[src/rtl/seq_cla_adder16.sv]
// ============================================================================
// Module   : seq_cla_adder16 (+ seq_cla_slice4)
// Function : Sequential adder; one 4-bit carry-lookahead slice reused per nibble
// Revision : 1.0
// ============================================================================
`default_nettype none

module seq_cla_slice4 (
  input  logic [3:0] a,
  input  logic [3:0] b,
  input  logic       c,
  output logic [3:0] sum,
  output logic       c4
);
  logic [3:0] p;
  logic [3:0] g;
  logic       c1;
  logic       c2;
  logic       c3;

  assign p = a ^ b;
  assign g = a & b;

  // Every carry is a flat sum of products on P, G and c.
  assign c1 = g[0] | (p[0] & c);
  assign c2 = g[1] | (p[1] & g[0]) | (p[1] & p[0] & c);
  assign c3 = g[2] | (p[2] & g[1]) | (p[2] & p[1] & g[0]) | (p[2] & p[1] & p[0] & c);
  assign c4 = g[3] | (p[3] & g[2]) | (p[3] & p[2] & g[1]) | (p[3] & p[2] & p[1] & g[0])
            | (p[3] & p[2] & p[1] & p[0] & c);

  assign sum = p ^ {c3, c2, c1, c};
endmodule

module seq_cla_adder16 #(
  parameter int WIDTH = 16
) (
  input  logic             clk,
  input  logic             rst,
  input  logic             in_valid,
  output logic             in_ready,
  input  logic [WIDTH-1:0] a,
  input  logic [WIDTH-1:0] b,
  input  logic             cin,
  output logic             out_valid,
  input  logic             out_ready,
  output logic [WIDTH-1:0] sum,
  output logic             cout,
  output logic             ovf,
  output logic             busy
);
  localparam int NIB = WIDTH / 4;
  localparam int CW  = (NIB > 1) ? $clog2(NIB) : 1;
  localparam int MSB = WIDTH - 1;

  localparam logic [1:0] S_IDLE = 2'd0;
  localparam logic [1:0] S_RUN  = 2'd1;
  localparam logic [1:0] S_DONE = 2'd2;

  localparam logic [CW-1:0] CNT_LAST = CW'(NIB - 1);

  generate
    if ((WIDTH < 4) || ((WIDTH % 4) != 0)) begin : g_width_check
      $error("seq_cla_adder16: WIDTH must be a multiple of 4 and at least 4");
    end
  endgenerate

  logic [1:0]       state_q, state_d;
  logic [CW-1:0]    cnt_q, cnt_d;
  logic             carry_q, carry_d;
  logic [WIDTH-1:0] a_q, a_d;
  logic [WIDTH-1:0] b_q, b_d;
  logic [WIDTH-1:0] sum_q, sum_d;
  logic             cout_q, cout_d;
  logic             ovf_q, ovf_d;

  logic [3:0]       a_nib;
  logic [3:0]       b_nib;
  logic [3:0]       s_nib;
  logic             c4;

  // Constant-index selection keeps the nibble mux free of out-of-range slices.
  always_comb begin
    a_nib = '0;
    b_nib = '0;
    for (int i = 0; i < NIB; i++) begin
      if (cnt_q == CW'(i)) begin
        a_nib = a_q[4*i +: 4];
        b_nib = b_q[4*i +: 4];
      end
    end
  end

  seq_cla_slice4 u_slice (
    .a   (a_nib),
    .b   (b_nib),
    .c   (carry_q),
    .sum (s_nib),
    .c4  (c4)
  );

  always_comb begin
    state_d = state_q;
    cnt_d   = cnt_q;
    carry_d = carry_q;
    a_d     = a_q;
    b_d     = b_q;
    sum_d   = sum_q;
    cout_d  = cout_q;
    ovf_d   = ovf_q;

    case (state_q)
      S_IDLE: begin
        if (in_valid) begin
          a_d     = a;
          b_d     = b;
          carry_d = cin;
          sum_d   = '0;
          cnt_d   = '0;
          state_d = S_RUN;
        end
      end
      S_RUN: begin
        for (int i = 0; i < NIB; i++) begin
          if (cnt_q == CW'(i)) begin
            sum_d[4*i +: 4] = s_nib;
          end
        end
        carry_d = c4;
        if (cnt_q == CNT_LAST) begin
          // The top nibble is being written now, so its MSB is s_nib[3].
          cout_d  = c4;
          ovf_d   = (a_q[MSB] == b_q[MSB]) && (s_nib[3] != a_q[MSB]);
          cnt_d   = '0;
          state_d = S_DONE;
        end else begin
          cnt_d = cnt_q + CW'(1);
        end
      end
      S_DONE: begin
        if (out_ready) begin
          state_d = S_IDLE;
        end
      end
      default: begin
        state_d = S_IDLE;
      end
    endcase
  end

  always_ff @(posedge clk or posedge rst) begin
    if (rst) begin
      state_q <= S_IDLE;
      cnt_q   <= '0;
      carry_q <= 1'b0;
      a_q     <= '0;
      b_q     <= '0;
      sum_q   <= '0;
      cout_q  <= 1'b0;
      ovf_q   <= 1'b0;
    end else begin
      state_q <= state_d;
      cnt_q   <= cnt_d;
      carry_q <= carry_d;
      a_q     <= a_d;
      b_q     <= b_d;
      sum_q   <= sum_d;
      cout_q  <= cout_d;
      ovf_q   <= ovf_d;
    end
  end

  assign in_ready  = (state_q == S_IDLE);
  assign out_valid = (state_q == S_DONE);
  assign busy      = (state_q == S_RUN);
  assign sum       = sum_q;
  assign cout      = cout_q;
  assign ovf       = ovf_q;
endmodule

`default_nettype wire

[config.mk]
export PLATFORM = sky130hd
export DESIGN_NAME = seq_cla_adder16
export DESIGN_NICKNAME = d
export VERILOG_FILES = /design/src/rtl/seq_cla_adder16.sv
export SDC_FILE = /design/constraint.sdc
export NUM_CORES = 1
export LEC_CHECK = 0
export BUFFER_PORTS_ARGS = -buffer_cell sky130_fd_sc_hd__buf_2
export CAP_MARGIN = 20
export CORE_MARGIN = 4
export CORE_UTILIZATION = 40
export CTS_CLUSTER_DIAMETER = 150
export DETAILED_ROUTE_END_ITERATION = 7
export GPL_TIMING_DRIVEN = 0
export PLACE_DENSITY = 0.6
export SLEW_MARGIN = 10
export SYNTH_ARGS = -nofsm -noshare
export SYNTH_HDL_FRONTEND = slang
export SYNTH_SLANG_ARGS = --single-unit
export TNS_END_PERCENT = 100
[constraint.sdc]
create_clock -name clk -period 4.1 [get_ports clk]
set_clock_uncertainty 0.1 [all_clocks]
set_input_delay 1.23 -clock clk [delete_from_list [all_inputs] [get_ports clk]]
set_output_delay 1.23 -clock clk [all_outputs]
set_load 0.02 [all_outputs]
==> qor.csv <==
metric,value,unit
status,completed,
CTS Buf Count,5,
"EDFF count, synth",0,
Synth area leaders,"dfrtp_1 (53%), nand2_1 (17%), ha_1 (3.9%), a21oi_1 (3.1%), a32o_1 (3.1%)",
share of the synthesized area in the top cell type,53.0,%
cell accounting for the most synthesized area,dfrtp_1,
largest net degree at the start of global routing,32,
number of global-route vias before repair,2159,
post-synthesis cell area,2600,um^2
dominant synthesized flop cell,dfrtp_1,
"Distinct cells, synth",30,
relative slew slack,55.4,%
"Arr. time, crit path",3.80,ns
Routed WL,6.36,mm
placed wire-length estimate,4.67,mm
Clock Sinks,55,
Synth Area in Compound Gates,13.2,%
worst vdd ir,0.000371,V
vias per cell,5.08,
share of the yosys chip area belonging to registers,53.0,%
Setup WS pre-CTS,0.583,ns
Hold Path Sink,sum[12],
Startpoint Class,register,
DRC,0,
largest family of logic cells by synthesized area,simple AND/OR/NAND/NOR gates,
Resized Gates After CTS,0,
total number of vias,2191,
Max clock buf depth,2,
Placed Cells,424,
crit share post-route,89.1,%
initial core utilization,41.2,%
maximum level of the CTS H-tree,2,
YS warnings,0,
TritonCTS clock tree,done,
"Hold Violations, Final",0,
hold depth,2,
CP bufs+invs,2,
Max-Cap Viols,0,
port bufs,57,
RSZ-0062 raised after global routing,false,
fmax,274,MHz
share of layout cells above drive strength 1,21.5,%
GPL Wtd Cong,0.872,
I/O Pins,58,
final setup vio count,0,
# diodes,0,
worst skew pair latency,0.31,ns
Die Y,88.6,um
area of the core,6310,um^2
clk slew on worst S/H paths,0.10,ns
Crit. Startpoint,cnt_q[1],
post-synth net total,335,
Tmin final,3.65,ns
worst-path cell chain,inv_1 > ha_1 > clkbuf_1 > a221oi_1 > nor3_1 > a21o_1 > ha_1 > a21o_1 > and4_1 > nor3_1 > a32o_1,
Post-Synth XOR/XNOR Area,0.337,%
switching power,1230,uW
die width,88.6,um
"setup slack, reg-to-reg",0.45,ns
worst r2r src,cnt_q[1],
combinational share of power,54.1,%
Leak Pwr,0.00162,uW
Crit-path slowest cell,nor3_1,
gr usage total,17.3,%
Final TNS setup,0,ns
Worst R2R End,sum[7],
first-pass GRT wire length,10.5,mm
initial antenna violation count,0,
Finished Layout Cells,431,
GR Overflow Total,0,
Area Growth Syn to Fin,18.8,%
Top delay family on crit path,simple AND/OR/NAND/NOR gates,
worst reg2reg path depth,11,
setup ws final,0.446,ns
crit-path max FO,10,
critical path endpoint category,register,
"slowest stage delay, CP",0.58,ns
Synth Area in Simple Gates,24.1,%
Pre-Repair DR Iteration Count,4,
mean post-synth cell area,8.99,um^2
Final ANT Viol Nets,0,
postcts setup bufs,0,
multiplexer area fraction after synthesis,1.73,%
Mapped Cells,289,
drt wl/cell,14.7,um
Rows,29,
internal power,1460,uW
Die ar.,7850,um^2
clock power share,11.3,%
root cell of the clock tree,clkbuf_8,
asr flop ratio synth,100,%
CP Class,reg2reg,
register bit total from synthesis,55,
WP data required,4.25,ns
Power Density,871,nW/um^2
Hold Startpoint,sum[12],
Flop pwr share,34.6,%
nets,400,
max-slew violation count,0,
First DRT Iteration DRCs,109,
worst slew pin tran,0.663,ns
HP Class,reg2reg,
area share of fa/ha/maj cells after synthesis,4.62,%
hold buffers post-CTS,0,
switching share of power,45.8,%
-- cells in the final DEF (no fill, tap or decap), types with 2 or more instances in the layout --
| master | Yosys | final |
|---|---|---|
| a211oi_1 | 2 | 2 |
| a21o_1 | 3 | 3 |
| a21oi_1 | 16 | 16 |
| a221oi_1 | 4 | 4 |
| a32o_1 | 8 | 8 |
| buf_2 | 4 | 61 |
| clkbuf_1 | 9 | 9 |
| clkbuf_8 | 0 | 6 |
| dfrtp_1 | 55 | 55 |
| ha_1 | 8 | 8 |
| inv_1 | 5 | 4 |
| inv_2 | 1 | 2 |
| mux2_2 | 4 | 4 |
| nand2_1 | 118 | 118 |
| nand2b_1 | 2 | 2 |
| nand3_1 | 2 | 2 |
| nand3b_1 | 4 | 4 |
| nor2_1 | 4 | 4 |
| nor2b_1 | 7 | 7 |
| nor3_1 | 6 | 6 |
| o21ai_0 | 13 | 13 |
| o31ai_1 | 5 | 5 |
-- Yosys cell counts (all sizes together), types with 5 or more instances --
cell type	count
nand2	118
nand3b	5
a21oi	16
o21ai	13
buf	5
a32o	8
ha	8
dfrtp	55
o31ai	5
nor2b	7
inv	6
nor3	6
clkbuf	9
-- cell families (layout without fill, tap and decap cells) --
kind of cell,Yosys count,after routing
buffers and inverters,20,85
XOR/XNOR,1,1
AND/OR/NAND/NOR,148,148
adder cells (fa/ha/maj),9,9
multiplexers,4,4
AO/OA/AOI/OAI,52,52
flip-flops,55,55
-- flip-flops by register name, indices dropped and copies added (netlist names) --
signal,count
a_q,16
b_q,16
carry_q,1
cnt_q,2
cout,1
ovf,1
state_q,2
sum,16
-- power groups by stage --
stage	combinational (uW)	sequential [uW]	clock (uW)
after floorplan	983	979	0
after global placement	1430	937	0
after detailed placement	1460	943	0
after CTS	1470	931	314
after global routing	1660	959	335
final	1460	930	305
-- worst max path at each step --
stage,end,cells past startpoint
after detailed placement,sum[7],11
final,sum[7],11
after floorplan,ovf,12
after global placement,sum[6],11
after global routing,sum[14],11
after CTS,sum[6],11
-- through the flow --
step | hold WS, ns | area (um^2) | power (uW) | util, %
4_1_cts | 0.382 | 3090 | 2710 | 48.9
5_1_grt | 0.413 | 3090 | 2950 | 48.9
6_report | 0.381 | 3090 | 2690 | 48.9
3_3_place_gp | 0.357 | 2980 | 2370 | 47.2
3_5_place_dp | 0.359 | 3000 | 2400 | 47.5
2_1_floorplan | 0.338 | 2600 | 1960 | -
-- per-layer routing --
layer,up-vias,part of all wire (%),track usage (%)
met4,0,1.4,5.91
met2,55,45,28.2
met5,-,0,0
met1,1022,48,23.2
li1,1105,-,-
met3,9,5.1,3.45
-- layout make-up --
type	instances	area, um^2
fillers	657	3230
flip-flops and latches	55	1380
multi-input cells	214	1140
repair buffers	58	305
well taps	77	96.3
clock buffers	6	82.6
plain buffers	14	57.6
inverters	6	22.5
clock inverters	1	5.00
-- worst reg2reg max path, cell delays in order, from the launching register on --
cell and delay [ns]:
dfrtp_1 0.41, inv_1 0.11, ha_1 0.41, clkbuf_1 0.48, a221oi_1 0.22, nor3_1 0.25
a21o_1 0.12, ha_1 0.23, a21o_1 0.19, and4_1 0.23, nor3_1 0.58, a32o_1 0.26
Note: power is estimated with default switching activity, not from simulation.
